[src/rtl/seq_div_18bits.sv]
// Unsigned iterative restoring divider: one quotient bit per cycle from a
// ripple-borrow trial subtraction, valid/ready on both ends, one op in flight.
module seq_div_18bits #(
    parameter int WIDTH = 18
) (
    input  logic             clk,
    input  logic             rst_n,
    input  logic             in_valid,
    output logic             in_ready,
    input  logic [WIDTH-1:0] dividend,
    input  logic [WIDTH-1:0] divisor,
    output logic             out_valid,
    input  logic             out_ready,
    output logic [WIDTH-1:0] quotient,
    output logic [WIDTH-1:0] remainder,
    output logic             div_by_zero
);
    localparam int CW = $clog2(WIDTH);

    typedef enum logic [1:0] {IDLE, CALC, DONE} state_t;

    state_t           state_q, state_d;
    logic [CW-1:0]    cnt_q, cnt_d;
    logic [WIDTH-1:0] q_q, q_d;
    logic [WIDTH-1:0] r_q, r_d;
    logic [WIDTH-1:0] dsr_q, dsr_d;
    logic             dbz_q, dbz_d;

    // The partial remainder is always below the divisor, so its top bit is
    // constant zero and only WIDTH bits are stored.
    logic [WIDTH:0]   shift_a;
    logic [WIDTH:0]   brw;
    logic [WIDTH-1:0] diff;
    logic             borrow_out;

    assign shift_a = {r_q, q_q[WIDTH-1]};
    assign brw[0]  = 1'b0;

    generate
        for (genvar gi = 0; gi < WIDTH; gi++) begin : g_sub
            assign diff[gi]    = shift_a[gi] ^ dsr_q[gi] ^ brw[gi];
            assign brw[gi+1]   = (~shift_a[gi] & dsr_q[gi])
                               | (~(shift_a[gi] ^ dsr_q[gi]) & brw[gi]);
        end
    endgenerate

    // Top subtrahend bit is zero, so the final borrow stage collapses.
    assign borrow_out = ~shift_a[WIDTH] & brw[WIDTH];

    always_comb begin
        state_d = state_q;
        cnt_d   = cnt_q;
        q_d     = q_q;
        r_d     = r_q;
        dsr_d   = dsr_q;
        dbz_d   = dbz_q;
        case (state_q)
            IDLE: begin
                if (in_valid) begin
                    dsr_d = divisor;
                    if (divisor == '0) begin
                        q_d     = '1;
                        r_d     = dividend;
                        dbz_d   = 1'b1;
                        state_d = DONE;
                    end else begin
                        q_d     = dividend;
                        r_d     = '0;
                        cnt_d   = CW'(WIDTH - 1);
                        state_d = CALC;
                    end
                end
            end
            CALC: begin
                q_d = {q_q[WIDTH-2:0], ~borrow_out};
                r_d = borrow_out ? shift_a[WIDTH-1:0] : diff;
                if (cnt_q == '0) begin
                    state_d = DONE;
                end else begin
                    cnt_d = cnt_q - 1'b1;
                end
            end
            DONE: begin
                if (out_ready) begin
                    dbz_d   = 1'b0;
                    state_d = IDLE;
                end
            end
            default: state_d = IDLE;
        endcase
    end

    always_ff @(posedge clk or negedge rst_n) begin
        if (!rst_n) begin
            state_q <= IDLE;
            cnt_q   <= '0;
            q_q     <= '0;
            r_q     <= '0;
            dsr_q   <= '0;
            dbz_q   <= 1'b0;
        end else begin
            state_q <= state_d;
            cnt_q   <= cnt_d;
            q_q     <= q_d;
            r_q     <= r_d;
            dsr_q   <= dsr_d;
            dbz_q   <= dbz_d;
        end
    end

    assign in_ready    = (state_q == IDLE);
    assign out_valid   = (state_q == DONE);
    assign quotient    = q_q;
    assign remainder   = r_q;
    assign div_by_zero = dbz_q;
endmodule
[config.mk]
export PLATFORM = sky130hd
export DESIGN_NAME = seq_div_18bits
export DESIGN_NICKNAME = d
export VERILOG_FILES = /design/src/rtl/seq_div_18bits.sv
export SDC_FILE = /design/constraint.sdc
export NUM_CORES = 1
export LEC_CHECK = 0
export CORE_MARGIN = 8
export CORE_UTILIZATION = 54
export CTS_CLUSTER_SIZE = 10
export DETAILED_ROUTE_END_ITERATION = 8
export GPL_TIMING_DRIVEN = 0
export PLACE_DENSITY = 0.9
export SLEW_MARGIN = 15
export SYNTH_ARGS = -nofsm -noshare
export SYNTH_HDL_FRONTEND = slang
export SYNTH_SLANG_ARGS = --single-unit
[constraint.sdc]
create_clock -name clk -period 13.2 [get_ports clk]
set_input_delay 2.64 -clock clk [delete_from_list [all_inputs] [get_ports clk]]
set_output_delay 2.64 -clock clk [all_outputs]
set_load 0.1 [all_outputs]
==> impl_metrics.csv <==
group,metric,value,unit
timing,tightest_slew,1.001,ns
critical_path,cp.required,13.41,ns
logic_synthesis,synth_cell_types,36,
global_routing,met1_usage,0.2903,
critical_path,worst_path_max_delay_cell,"dfrtp_1",
critical_path,crit_fanout,10,
global_routing,top_usage_layer,"met2",
global_routing,grt_max_degree,63,
timing,skew,0.01582,ns
logic_synthesis,synthArstFlopShare,1.000,
job,cap_violations,0,
floorplanning,ios,79,
cells_and_area,synthToLayoutAreaGrowth,32.85,%
critical_path,cpLargestDelayFamily,"adder cells",
floorplanning,core-area,6241,µm²
clock_network,cts.sinks,62,
logic_synthesis,yosysWarnings,0,
logic_synthesis,syn_inst,370,
place,place.gp.congestion,0.8944,
critical_path,critPathKind,"reg -> reg",
global_routing,use_met2,0.3771,
global_routing,grtUsageMet3,0.04961,
detailed_routing,drc,0,
floorplanning,start_util,0.5481,
detailed_routing,via_count,3363,
timing,finalSetupTns,0,ns
detailed_routing,drt-pass1-iter-count,5,
clock_network,htreeDepth,3,
critical_path,slowest_delay,0.45,ns
critical_path,cp.buffers_inverters,3,
min_path,min_path_type,"reg -> reg",
floorplanning,rows,29,
detailed_routing,routed_wl,10.24,mm
logic_synthesis,syn_area_per_cell,9.245,µm²
cells_and_area,postLayoutCellArea,4544,µm²
critical_path,cp-startpoint,"quotient[17]",
place,dpl_cell_area,4295,µm²
global_routing,track_usage,0.2353,
clock_network,clkTransAtPathRegs,0.07,ns
timing,min_period,8.919,ns
detailed_routing,ant_nets,0,
timing,fin_crit_sh,0.6756,
timing,hold_ws,0.4992,ns
critical_path,crit_arrival,9.12,ns
clock_network,cts_inserted_buffers,9,
critical_path,cpMostUsedCell,"fa_1",
cells_and_area,diodes,0,
floorplanning,die_w,95.59,µm
global_routing,grt-ovfl-total,0,
logic_synthesis,ys_seq_elements,62,
place,port-buffer-count,78,
logic_synthesis,synth_edf_count,0,
clock_network,cts_resized,0,
detailed_routing,wire_per_inst,18.93,µm
timing,rsz0062_at_grt,"false",
critical_path,endpoint_kind,"register",
logic_synthesis,synth.cell_area,3421,µm²
place,dpl.hpwl,7.524,mm
global_routing,grt_pass1_vias,3403,
floorplanning,die_h,95.59,µm
clock_network,postCtsSetupRepairBufs,0,
timing,drv_slew,0,
status,status,"finished clean",
detailed_routing,vias_per_cell,6.216,
logic_synthesis,ys_seq_area_frac,0.4535,
detailed_routing,dr.first_iter.drc_count,331,
critical_path,worstReg2RegStart,"quotient[17]",
global_routing,grt_pass1_wl,16.43,mm
cells_and_area,nets,519,
timing,fmax,112.1,MHz
global_routing,antenna_found_initial,0,
clock_network,cts_tree,"built",
logic_synthesis,synth_flop_cell,"dfrtp_1",
timing,setup_violations,0,
cells_and_area,drive_above_1_share,0.05819,
critical_path,critPathLaunchType,"register",
clock_network,cts_root_buffer,"clkbuf_8",
clock_network,ctsHoldBuffers,0,
timing,report.final.hold_viol_count,0,
timing,slew_headroom,0.3308,
min_path,hold_path.startpoint,"div_by_zero",
logic_synthesis,synth_nets,430,
clock_network,cts_buffer_depth,2,
floorplanning,die_area,9137,µm²
clock_network,clkLatencyLatePin,0.36,ns
-- cell families after synthesis --
group,Yosys count,synth area share
XOR/XNOR,3,0.007682
AO/OA/AOI/OAI,82,0.1540
AND/OR/NAND/NOR,153,0.2063
adder cells (fa/ha/maj),20,0.1105
buffers and inverters,50,0.06803
flip-flops,62,0.4535
-- final cells by class --
cell class,instances,area [µm²]
inverters,22,82.58
repair buffers,78,778.2
clock inverters,3,90.09
well taps,77,96.34
clock buffers,13,158.9
multi-input cells,258,1637
fillers,440,1697
flip-flops and latches,62,1551
plain buffers,28,150.1
-- metal layers --
layer / routed length (µm) / part of all wire
met3: 975 / 0.095
met1: 3796 / 0.37
met5: 0 / 0
met4: 420 / 0.041
met2: 5048 / 0.49
-- metrics by stage --
stage,worst slack (ns),std cells,util
2_1_floorplan,4.489,370,-
3_3_place_gp,4.597,525,0.6887
3_5_place_dp,4.453,525,0.6883
4_1_cts,4.365,541,0.7281
5_1_grt,4.027,541,0.7281
6_report,4.281,541,0.7281
-- cell usage in the layout (no fill, tap or decap), types with 4 or more instances in the layout --
cell type / Yosys / final
nand2_1: 78 / 78
clkdlybuf4s50_1: 0 / 77
dfrtp_1: 62 / 62
nor2_1: 24 / 24
inv_1: 22 / 22
clkbuf_1: 17 / 19
o211ai_1: 19 / 19
a31oi_1: 19 / 19
a21oi_1: 19 / 19
nand4_1: 18 / 18
o22ai_1: 18 / 18
nor3_1: 18 / 18
fa_1: 17 / 17
clkbuf_8: 0 / 11
nand2b_1: 4 / 4
buf_1: 4 / 4
-- worst min-delay path: cells and delay by family, from the launching register on --
family,cells,cell delay [ns]
AOI/OAI and AO/OA,1,0.06
DFF,1,0.36
and+or+nand+nor,1,0.05
-- synth_stat cells (all sizes together) (3+ instances only) --
| cell type | count | area (µm²) |
|---|---|---|
| nor3 | 18 | 90.09 |
| o211ai | 19 | 142.6 |
| nand2b | 4 | 25.02 |
| nand4 | 18 | 112.6 |
| o22ai | 18 | 112.6 |
| ha | 3 | 37.54 |
| a31oi | 19 | 118.9 |
| xnor2 | 3 | 26.28 |
| inv | 22 | 82.58 |
| clkbuf | 18 | 71.32 |
| nand2 | 78 | 292.8 |
| a21oi | 19 | 95.09 |
| buf | 10 | 78.82 |
| dfrtp | 62 | 1551 |
| fa | 17 | 340.3 |
| or4 | 4 | 33.78 |
| nor2 | 24 | 90.09 |
-- state kept, by name (all words and copies together), names as in the netlist --
signal,flops
state_q,2
quotient,18
remainder,18
dsr_q,18
div_by_zero,1
cnt_q,5
-- worst paths after layout --
| path | slack, ns | endpoint | cells past startpoint |
|---|---|---|---|
| max | 4.28 | remainder[0] | 25 |
| min | 0.50 | div_by_zero | 2 |
| max reg2reg | 4.28 | remainder[0] | 25 |
| min reg2reg | 0.50 | div_by_zero | 2 |
| max in group asynchronous | 10.32 | remainder[0] | 1 |
| min in group asynchronous | 2.36 | remainder[15] | 1 |
Power is not shown: default switching activity piles up to over one toggle a cycle in this logic, so the estimate is an artifact.
